[src/rtl/instruction_loader_pkg.sv]
// Shared definitions for the instruction loader: opcode set, legality check,
// FSM state encoding and error-cause encoding.
package instruction_loader_pkg;

  localparam logic [6:0] OP_IMM = 7'b0010011;
  localparam logic [6:0] OP     = 7'b0110011;
  localparam logic [6:0] AUIPC  = 7'b0010111;
  localparam logic [6:0] LUI    = 7'b0110111;
  localparam logic [6:0] LOAD   = 7'b0000011;
  localparam logic [6:0] STORE  = 7'b0100011;
  localparam logic [6:0] JAL    = 7'b1101111;
  localparam logic [6:0] JALR   = 7'b1100111;
  localparam logic [6:0] BRANCH = 7'b1100011;
  localparam logic [6:0] PPU    = 7'b0101000;
  localparam logic [6:0] SAC    = 7'b0101001;
  localparam logic [6:0] RND    = 7'b0101010;
  localparam logic [6:0] UAD    = 7'b0101011;
  localparam logic [6:0] RTI    = 7'b0001000;
  localparam logic [6:0] RSI    = 7'b0001001;
  localparam logic [6:0] RDI    = 7'b0001010;
  localparam logic [6:0] SND    = 7'b0001011;

  typedef enum logic [2:0] {
    S_IDLE, S_LEN_LO, S_LEN_HI, S_DATA, S_CHK, S_DONE, S_ERR
  } state_t;

  typedef enum logic [1:0] {
    ERR_NONE   = 2'd0,
    ERR_LEN    = 2'd1,
    ERR_OPCODE = 2'd2,
    ERR_CHK    = 2'd3
  } err_t;

  function automatic logic opcode_legal(input logic [6:0] op);
    case (op)
      OP_IMM, OP, AUIPC, LUI, LOAD, STORE, JAL, JALR, BRANCH,
      PPU, SAC, RND, UAD, RTI, RSI, RDI, SND: return 1'b1;
      default: return 1'b0;
    endcase
  endfunction

endpackage

[src/rtl/instruction_loader_word_packer.sv]
// Assembles little-endian bytes into 32-bit words and keeps the frame's running XOR.
// word is combinational: the three stored bytes plus the byte currently presented.
module instr_word_packer (
  input  logic        clk,
  input  logic        rst,
  input  logic        clear,
  input  logic        byte_en,
  input  logic [7:0]  rx_byte,
  output logic [31:0] word,
  output logic        word_last,
  output logic [7:0]  run_xor
);

  logic [23:0] low_q;
  logic [1:0]  byte_cnt;

  always_ff @(posedge clk) begin
    if (rst || clear) begin
      low_q    <= '0;
      byte_cnt <= '0;
      run_xor  <= '0;
    end else if (byte_en) begin
      case (byte_cnt)
        2'd0:    low_q[7:0]   <= rx_byte;
        2'd1:    low_q[15:8]  <= rx_byte;
        2'd2:    low_q[23:16] <= rx_byte;
        default: ;
      endcase
      byte_cnt <= byte_cnt + 2'd1;
      run_xor  <= run_xor ^ rx_byte;
    end
  end

  assign word      = {rx_byte, low_q};
  assign word_last = byte_en && (byte_cnt == 2'd3);

endmodule

[src/rtl/instruction_loader.sv]
// Receives a framed program image over a byte link, writes it to instruction
// memory word by word, verifies the checksum and releases the CPU on success.
module instruction_loader
  import instruction_loader_pkg::*;
#(
  parameter int          ADDR_W    = 12,
  parameter logic [7:0]  SYNC_BYTE = 8'hA5
) (
  input  logic              clk,
  input  logic              rst,
  input  logic [7:0]        rx_byte,
  input  logic              rx_valid,
  output logic              rx_ready,
  input  logic              reload,
  output logic              imem_we,
  output logic [ADDR_W-1:0] imem_addr,
  output logic [31:0]       imem_wdata,
  output logic              cpu_hold,
  output logic              load_done,
  output logic              load_err,
  output logic [1:0]        err_code
);

  localparam logic [31:0] MAX_WORDS = 32'd1 << ADDR_W;

  state_t      state;
  err_t        err_q;
  logic [7:0]  len_lo;
  logic [15:0] len;
  logic        accept;
  logic        data_en;
  logic        len_hi_acc;
  logic [31:0] word;
  logic        word_last;
  logic [7:0]  run_xor;

  assign accept     = rx_valid && rx_ready;
  assign data_en    = accept && (state == S_DATA);
  assign len_hi_acc = accept && (state == S_LEN_HI);
  assign err_code   = err_q;

  // The link is stalled for the single cycle a word is being written.
  assign rx_ready = (state inside {S_IDLE, S_LEN_LO, S_LEN_HI, S_DATA, S_CHK}) && !imem_we;

  instr_word_packer u_packer (
    .clk       (clk),
    .rst       (rst),
    .clear     (len_hi_acc),
    .byte_en   (data_en),
    .rx_byte   (rx_byte),
    .word      (word),
    .word_last (word_last),
    .run_xor   (run_xor)
  );

  always_ff @(posedge clk) begin
    if (rst) begin
      state      <= S_IDLE;
      imem_we    <= 1'b0;
      imem_addr  <= '0;
      imem_wdata <= '0;
      cpu_hold   <= 1'b1;
      load_done  <= 1'b0;
      load_err   <= 1'b0;
      err_q      <= ERR_NONE;
      len_lo     <= '0;
      len        <= '0;
    end else begin
      imem_we <= 1'b0;
      case (state)
        S_IDLE: begin
          if (accept && rx_byte == SYNC_BYTE) state <= S_LEN_LO;
        end
        S_LEN_LO: begin
          if (accept) begin
            len_lo <= rx_byte;
            state  <= S_LEN_HI;
          end
        end
        S_LEN_HI: begin
          if (accept) begin
            len       <= {rx_byte, len_lo};
            imem_addr <= '0;
            if ({16'd0, rx_byte, len_lo} > MAX_WORDS) begin
              state    <= S_ERR;
              load_err <= 1'b1;
              err_q    <= ERR_LEN;
            end else if ({rx_byte, len_lo} == 16'd0) begin
              state <= S_CHK;
            end else begin
              state <= S_DATA;
            end
          end
        end
        S_DATA: begin
          if (imem_we) begin
            imem_addr <= imem_addr + ADDR_W'(1);
            if (32'(imem_addr) == 32'(len) - 32'd1) state <= S_CHK;
          end else if (word_last) begin
            if (opcode_legal(word[6:0])) begin
              imem_we    <= 1'b1;
              imem_wdata <= word;
            end else begin
              state    <= S_ERR;
              load_err <= 1'b1;
              err_q    <= ERR_OPCODE;
            end
          end
        end
        S_CHK: begin
          if (accept) begin
            if (rx_byte == run_xor) begin
              state     <= S_DONE;
              load_done <= 1'b1;
              cpu_hold  <= 1'b0;
            end else begin
              state    <= S_ERR;
              load_err <= 1'b1;
              err_q    <= ERR_CHK;
            end
          end
        end
        S_DONE: begin
          if (reload) begin
            state     <= S_IDLE;
            load_done <= 1'b0;
            cpu_hold  <= 1'b1;
          end
        end
        S_ERR: begin
          if (reload) begin
            state    <= S_IDLE;
            load_err <= 1'b0;
            err_q    <= ERR_NONE;
          end
        end
        default: state <= S_IDLE;
      endcase
    end
  end

endmodule

[config.mk]
export PLATFORM = sky130hd
export DESIGN_NAME = instruction_loader
export DESIGN_NICKNAME = d
export VERILOG_FILES = /design/src/rtl/instruction_loader_pkg.sv /design/src/rtl/instruction_loader_word_packer.sv /design/src/rtl/instruction_loader.sv
export SDC_FILE = /design/constraint.sdc
export NUM_CORES = 1
export LEC_CHECK = 0
export ABC_AREA = 0
export ABC_CLOCK_PERIOD_IN_PS = 6900
export CORE_ASPECT_RATIO = 0.8
export CORE_MARGIN = 4
export CORE_UTILIZATION = 45
export CTS_BUF_LIST = sky130_fd_sc_hd__clkbuf_4 sky130_fd_sc_hd__clkbuf_8 sky130_fd_sc_hd__clkbuf_16
export DETAILED_ROUTE_END_ITERATION = 10
export PLACE_DENSITY_LB_ADDON = 0.1
export SKIP_CTS_REPAIR_TIMING = 1
export SLEW_MARGIN = 20
export SYNTH_ARGS = -nofsm -noshare
export SYNTH_HDL_FRONTEND = slang
export SYNTH_HIERARCHICAL = 1
export SYNTH_SLANG_ARGS = --single-unit
[constraint.sdc]
create_clock -name clk -period 6.9 [get_ports clk]
set_input_delay 1.035 -clock clk [delete_from_list [all_inputs] [get_ports clk]]
set_output_delay 1.035 -clock clk [all_outputs]
set_load 0.01 [all_outputs]
==> results of run 1 <==
[report_power, final]
part / switching [mW] / total (mW) / internal, mW
registers: 0.0104 / 0.656 / 0.645
logic: 0.0535 / 0.0848 / 0.0313
clock network: 0.245 / 0.540 / 0.295
[placed cells by master (no fill, tap or decap), types with 11 or more instances in the layout]
cell	netlist	final
sky130_fd_sc_hd__a21bo_2	32	32
sky130_fd_sc_hd__a21oi_1	87	87
sky130_fd_sc_hd__clkdlybuf4s50_1	0	61
sky130_fd_sc_hd__dfxtp_1	111	111
sky130_fd_sc_hd__mux2i_1	14	14
sky130_fd_sc_hd__nand2_1	121	121
sky130_fd_sc_hd__nand3_1	28	28
sky130_fd_sc_hd__nand3b_1	11	11
sky130_fd_sc_hd__nor2_1	48	47
sky130_fd_sc_hd__xnor2_1	14	14
sky130_fd_sc_hd__xor2_1	14	14
[per-layer routing]
layer / vias to the layer above / track usage / routed length (um)
met4: 0 / 0.04573 / 134
met5: - / 0 / 0
li1: 2327 / - / -
met2: 99 / 0.2874 / 5670
met1: 2227 / 0.2631 / 6619
met3: 15 / 0.03642 / 508
[stage by stage]
step / instances / utilization / power, mW
after global routing: 838 / 0.5399 / 1.328
after global placement: 822 / 0.5135 / 0.7533
after detailed placement: 822 / 0.5136 / 0.7544
after floorplan: 664 / - / 0.7267
final: 838 / 0.5399 / 1.280
after CTS: 838 / 0.5399 / 1.294
[synthesized netlist by cell type, types with 4 or more instances]
cell type and number:
sky130_fd_sc_hd__nand2_1 121, sky130_fd_sc_hd__dfxtp_1 111, sky130_fd_sc_hd__a21oi_1 87, sky130_fd_sc_hd__nor2_1 48, sky130_fd_sc_hd__a21bo_2 32, sky130_fd_sc_hd__nand3_1 28
sky130_fd_sc_hd__clkbuf_1 27, sky130_fd_sc_hd__mux2i_1 14, sky130_fd_sc_hd__xnor2_1 14, sky130_fd_sc_hd__xor2_1 14, sky130_fd_sc_hd__buf_2 11, sky130_fd_sc_hd__nand3b_1 11
sky130_fd_sc_hd__buf_4 10, sky130_fd_sc_hd__nor3_1 10, sky130_fd_sc_hd__nand2b_1 9, sky130_fd_sc_hd__nor2b_1 8, sky130_fd_sc_hd__o21ai_0 8, sky130_fd_sc_hd__nand4_1 7
sky130_fd_sc_hd__ha_1 6, sky130_fd_sc_hd__inv_1 6, sky130_fd_sc_hd__a21o_1 4, sky130_fd_sc_hd__buf_6 4, sky130_fd_sc_hd__nor4_1 4, sky130_fd_sc_hd__o21a_1 4
sky130_fd_sc_hd__o31ai_1 4, sky130_fd_sc_hd__or3_1 4
[kinds of logic (layout without fill, tap and decap cells)]
kind of cell / after synthesis / after routing / share of synthesized area
xor+xnor: 28 / 28 / 0.04494
compound gates: 164 / 164 / 0.2023
fa+ha+maj: 6 / 6 / 0.01376
simple gates: 275 / 275 / 0.2403
mux: 17 / 17 / 0.03256
buf+inv: 63 / 89 / 0.05893
flops: 111 / 111 / 0.4072
[how the worst min path moves through the flow]
stage	startpoint	to	slack (ns)	depth (start not counted)
floorplan	u_packer/low_q[10]	imem_wdata[10]	0.43	2
global placement	u_packer/low_q[22]	imem_wdata[22]	0.44	2
detailed placement	u_packer/low_q[8]	imem_wdata[8]	0.44	2
CTS	u_packer/low_q[22]	imem_wdata[22]	0.45	2
global route	u_packer/low_q[8]	imem_wdata[8]	0.47	2
finish	u_packer/low_q[22]	imem_wdata[22]	0.45	2
[cell type report]
class	count	area share
clock buffers	11	0.03806
clock inverters	5	0.01051
inverters	7	0.004163
multi-input cells	490	0.4636
flip-flops and latches	111	0.3520
well taps	148	0.02934
repair buffers	66	0.1023
[worst max-delay path, cell delays in order]
cell and delay [ns]:
sky130_fd_sc_hd__clkdlybuf4s50_1 0.48, sky130_fd_sc_hd__nand2b_1 0.15, sky130_fd_sc_hd__nor2_4 0.13, sky130_fd_sc_hd__buf_4 0.52, sky130_fd_sc_hd__and2_1 0.24, sky130_fd_sc_hd__nand2b_1 0.10
sky130_fd_sc_hd__o41a_1 0.41, sky130_fd_sc_hd__or4_1 0.63, sky130_fd_sc_hd__a21o_1 0.21, sky130_fd_sc_hd__a21oi_1 0.13
[registers in the layout (all words and copies together), names as in the netlist, 2 cells and up]
register           flops
state                  3
u_packer/run_xor       8
imem_addr             12
imem_wdata            32
err_code               2
u_packer/byte_cnt      2
len                   16
u_packer/low_q        24
len_lo                 8
==> results by group, run 1 <==
STA
  – Final critical-path setup slack: 3.155 ns
  – Post-Route Hold Slack: 0.4464 ns
  – Setup Total Neg Slack: 0 ns
  – Tmin final: 3.745 ns
  – Worst Tran Pin Value: 0.7316 ns
  – Hold Vio Cnt, Final: 0
  – Number of endpoints failing setup at the final stage: 0
  – Fmax: around 270 MHz
  – Share of the cycle needed by the critical path after routing: 0.5428
  – Clock skew after layout: 0.006975 ns
  – Worst slew margin relative to its limit: 0.4996
  – Max Transition Viols Final: 0
  – Unrepaired setup endpoints after global routing: no

Drt
  – Routed wire length: 12.93 mm
  – DRT antenna net count: 0
  – Routed WL per cell: about 15 um
  – DRC violation count after routing: 0
  – Vias/cell: 5.570
  – First-pass DRT Iterations: 5
  – Vias: 4,668
  – Count of routing violations after the opening detailed-route iteration: approximately 280

Place
  – DP Worst Slack: around 2.8 ns
  – Placed wire-length estimate after detailed placement: 8.510 mm
  – Number of buffers inserted by port buffering: 62
  – Post-DP Area: 6006 um2
  – Global placer's final weighted congestion: 0.9141

Global route
  – Antenna violations before repair: 0
  – Vias in the first global route: 4,359
  – Aggregate global-route resource usage: 0.1843
  – GRT Residual Overflow: 0
  – Wire length of the first global-routing pass: 21.36 mm
  – Maximum number of pins on one net before global-route repair: 74

Final layout
  – Relative area change from synthesis to final layout: 15.68%
  – Sequential cell area: 2222 um2
  – Final cell area excluding filler cells: between 6000 and 7000 um2
  – Area occupied by multi-input gates: about 2900 um2
  – Filler instances: 1,122
  – Diodes inserted: 0
  – Final net count: 703
  – Ratio of cells with drive above 1 in the final layout: 0.09420

Status
  – Outcome: finished clean

Yosys
  – Number of enable flip-flop cells after synthesis: 0
  – Synth top area share: 0.4072
  – Mapped cell area: 5456 um2
  – Post-Synthesis Mean Instance Area: 8.218 um2
  – Post-Syn Nets: between 600 and 700
  – Synth unique cells: between 60 and 70
  – Dominant cell type by area after synthesis: sky130_fd_sc_hd__dfxtp_1
  – Ranking of synthesized cells by area: sky130_fd_sc_hd__dfxtp_1, sky130_fd_sc_hd__nand2_1, sky130_fd_sc_hd__a21oi_1, sky130_fd_sc_hd__a21bo_2, sky130_fd_sc_hd__nor2_1
  – Count of yosys warnings during synthesis: 6
  – Register area share after synthesis: 0.4072
  – Commonest register cell after synthesis: sky130_fd_sc_hd__dfxtp_1
  – Instance count of the mapped netlist: 664
  – Async SR Flop Fraction: 0
  – Post-synthesis sequential element count: around 110

Clock network
  – # clock sinks: 111
  – Cell at the root of the clock tree: sky130_fd_sc_hd__clkbuf_16
  – Deepest level of the CTS H-tree: 3
  – Number of buffers inserted during clock tree synthesis: 9
  – CTS tree: done
  – Clock edge transition at the registers on the reported setup and hold paths: 0.07 ns
  – Worst skew pair latency: 0.35 ns
  – Max Root-Sink Buffers: 2

Floorplan
  – Die ar.: 13,960 um2
  – Height of the chip: 106.5 um
  – Std cell rows: 35
  – Placeable core region: ~12,000 um2
  – Initial core utilization: 0.4667
  – Die span in x: between 100 and 150 um
  – Count of boundary I/O pins: 63

Worst setup path
  – Kind of start point of the critical path: input port
  – Worst R2R Start: state[0]
  – Critical path destination: load_err
  – Data required time at the worst endpoint: 7.18 ns
  – Register-to-register setup slack: between 3 and 4 ns
  – End of the worst register-to-register path: load_err
  – Depth of the worst register-to-register path: 10
  – Worst-path fanout max: 67
  – Crit Path Category: in2reg
  – Launch point of the worst path: rx_valid
  – Critical Path Sink Type: flip-flop
  – Crit path arrival time: 4.03 ns

Pwr
  – Largest vdd supply drop: 0.1594 mV
  – Power per Cell Area: 202.8 nW/um2
  – Leakage dissipation: 2.216 nW

Flow run
  – Number of violations of the max-capacitance limit: 0

Hold path
  – Worst hold path type: reg2reg
Note: power is estimated with default switching activity, not from simulation.
==> run 2: changes to the inputs <==
- ABC_CLOCK_PERIOD_IN_PS: 6900 -> 3150
- clock period: 6.9 -> 3.15 ns (I/O delays scaled with it)
==> results by group, run 2 (synthesized netlist as in run 1, its figures left out) <==
STA
  – Post-Route Hold Slack: 0.4045 ns (was 0.4464 ns)
  – Worst Tran Pin Value: 0.8167 ns (was 0.7316 ns)
  – Hold Vio Cnt, Final: 0 (unchanged)
  – Worst slew margin relative to its limit: 0.4414 (was 0.4996)
  – Max Transition Viols Final: 0 (unchanged)
  – Clock skew after layout: 0.009149 ns (was 0.006975 ns)
  – Number of endpoints failing setup at the final stage: 0 (unchanged)
  – Share of the cycle needed by the critical path after routing: 0.8829
  – Unrepaired setup endpoints after global routing: no (unchanged)
  – Setup Total Neg Slack: 0 ns (unchanged)
  – Fmax: 359.6 MHz
  – Tmin final: 2.781 ns

Final layout
  – Area occupied by multi-input gates: 2925 um2 (was 2927 um2)
  – Count of non-filler cells in the finished layout: 855 (was 838)
  – Top flop regs: imem_wdata (32), u_packer/low_q (24), len (16) (unchanged)
  – Sequential cell area: 2222 um2 (unchanged)
  – Final net count: 720 (was 703)
  – Diodes inserted: 0 (unchanged)
  – Relative area change from synthesis to final layout: 18.48% (was 15.68%)
  – Most frequent cells in the layout: sky130_fd_sc_hd__nand2_1, sky130_fd_sc_hd__dfxtp_1, sky130_fd_sc_hd__a21oi_1 (unchanged)
  – Ratio of cells with drive above 1 in the final layout: 0.1132 (was 0.09420)
  – Flip-flop count of the largest register, all copies and words added: 32 (unchanged)
  – Final cell area excluding filler cells: 6465 um2 (was 6312 um2)
  – Largest Register: imem_wdata (unchanged)
  – Filler instances: 1,099 (was 1,122)
  – Most common cell after layout, fill and taps aside: sky130_fd_sc_hd__nand2_1 (unchanged)

Status
  – Outcome: finished clean (unchanged)

Place
  – Placed insts: 839 (was 822)
  – Post-DP Area: 6132 um2 (was 6006 um2)
  – Number of buffers inserted by port buffering: 62 (unchanged)
  – Global placer's final weighted congestion: 0.9796 (was 0.9141)
  – Placed wire-length estimate after detailed placement: 9.414 mm (was 8.510 mm)

Global route
  – Antenna violations before repair: 0 (unchanged)
  – Aggregate global-route resource usage: 0.1942 (was 0.1843)
  – Maximum number of pins on one net before global-route repair: 67 (was 74)
  – Vias in the first global route: 4,499 (was 4,359)
  – Wire length of the first global-routing pass: 22.51 mm (was 21.36 mm)
  – GRT Residual Overflow: 0 (unchanged)

Worst setup path
  – Critical Path Sink Type: flip-flop (unchanged)
  – Crit path arrival time: 3.02 ns (was 4.03 ns)
  – Worst R2R Start: u_packer/low_q[4] (was state[0])
  – Worst-path fanout max: 5 (was 67)
  – End of the worst register-to-register path: state[0] (was load_err)
  – Register-to-register setup slack: 0.37 ns (was 3.35 ns)
  – Depth of the worst register-to-register path: 7 (was 10)
  – Kind of start point of the critical path: flip-flop (was input port)
  – Data required time at the worst endpoint: 3.38 ns (was 7.18 ns)
  – Crit Path Category: reg2reg (was in2reg)

Drt
  – Routed WL per cell: 15.84 um (was 15.43 um)
  – Count of routing violations after the opening detailed-route iteration: 437 (was 283)
  – Vias/cell: 5.636 (was 5.570)
  – DRT antenna net count: 0 (unchanged)
  – DRC violation count after routing: 0 (unchanged)
  – Vias: 4,819 (was 4,668)
  – First-pass DRT Iterations: 5 (unchanged)
  – Routed wire length: 13.54 mm (was 12.93 mm)

Hold path
  – Launch instance of the worst min-delay path: rst (was u_packer/low_q[22])
  – Worst hold path type: in2reg (was reg2reg)
  – Min-Delay Path Depth: 2 (unchanged)
  – Worst min-delay path endpoint: imem_addr[4] (was imem_wdata[22])

Pwr
  – Leakage dissipation: 2.312 nW (was 2.216 nW)
  – Largest vdd supply drop: 0.3014 mV (was 0.1594 mV)
  – Power per Cell Area: 447.8 nW/um2 (was 202.8 nW/um2)

Floorplan
  – Placeable core region: 11,690 um2 (unchanged)
  – Initial core utilization: 0.4667 (unchanged)
  – Die ar.: 13,960 um2 (unchanged)
  – Count of boundary I/O pins: 63 (unchanged)
  – Std cell rows: 35 (unchanged)
  – Height of the chip: 106.5 um (unchanged)
  – Die span in x: 131.1 um (unchanged)

Clock network
  – Deepest level of the CTS H-tree: 3 (unchanged)
  – Clock edge transition at the registers on the reported setup and hold paths: 0.07 ns (about the same)
  – Worst skew pair latency: 0.35 ns (about the same)
  – # clock sinks: 111 (unchanged)
  – Number of buffers inserted during clock tree synthesis: 9 (unchanged)
  – CTS tree: done (unchanged)
  – Max Root-Sink Buffers: 2 (unchanged)
  – Cell at the root of the clock tree: sky130_fd_sc_hd__clkbuf_16 (unchanged)

Flow run
  – Number of violations of the max-capacitance limit: 0 (unchanged)
==> run 2: final cells by class <==
class                      count  share of cell area
clock buffer                   9             0.03484
multi-input combinational    490              0.4525
sequential                   111              0.3437
clock inverter                 7             0.01664
inverter                       7            0.004064
timing repair buffer          83              0.1196
tap                          148             0.02864
==> run 2: layer usage <==
layer	track usage	part of all wire	wire [um]
met5	0	0	0
met2	0.2929	0.43	5867
met4	0.05097	0.012	159
met3	0.04115	0.054	726
met1	0.2820	0.50	6788
==> run 2: how the worst max path moves through the flow <==
stage,startpoint,to,slack (ns),depth (start not counted)
2_1_floorplan,state[1],load_err,0.34,12
3_3_place_gp,rx_valid,load_err,0.29,9
3_5_place_dp,rx_valid,load_err,0.25,9
4_1_cts,u_packer/low_q[4],state[0],0.39,7
5_1_grt,u_packer/low_q[4],state[0],0.14,7
6_report,u_packer/low_q[4],state[0],0.37,7
==> run 2: worst max-delay path: stages (launching register included) <==
cell and delay, ns:
sky130_fd_sc_hd__dfxtp_1 0.34, sky130_fd_sc_hd__nand2b_1 0.17, sky130_fd_sc_hd__a2111oi_0 0.76, sky130_fd_sc_hd__nor2_1 0.20
sky130_fd_sc_hd__o31ai_1 0.49, sky130_fd_sc_hd__nor2b_1 0.13, sky130_fd_sc_hd__a21oi_2 0.25, sky130_fd_sc_hd__mux2_4 0.32
==> run 2: stage by stage <==
stage	power, mW	util	setup WS, ns
3_3_place_gp	1.671	0.5245	0.2915
2_1_floorplan	1.592	-	0.3400
3_5_place_dp	1.672	0.5245	0.2489
4_1_cts	2.928	0.5529	0.3895
5_1_grt	3.005	0.5529	0.1397
6_report	2.895	0.5529	0.3690
==> run 2: report_power, final <==
| part | switching (mW) | leakage, nW | internal, mW |
|---|---|---|---|
| logic | 0.136 | 1.26 | 0.0825 |
| registers | 0.0110 | 0.894 | 1.41 |
| clock network | 0.544 | 0.163 | 0.709 |
==> run 3: changes to the inputs <==
- CTS_CLUSTER_SIZE: not set -> 10
- SLEW_MARGIN: 20 -> 10
==> results of run 3 <==
The final DEF is identical to that of run 2; final timing and power are the same.
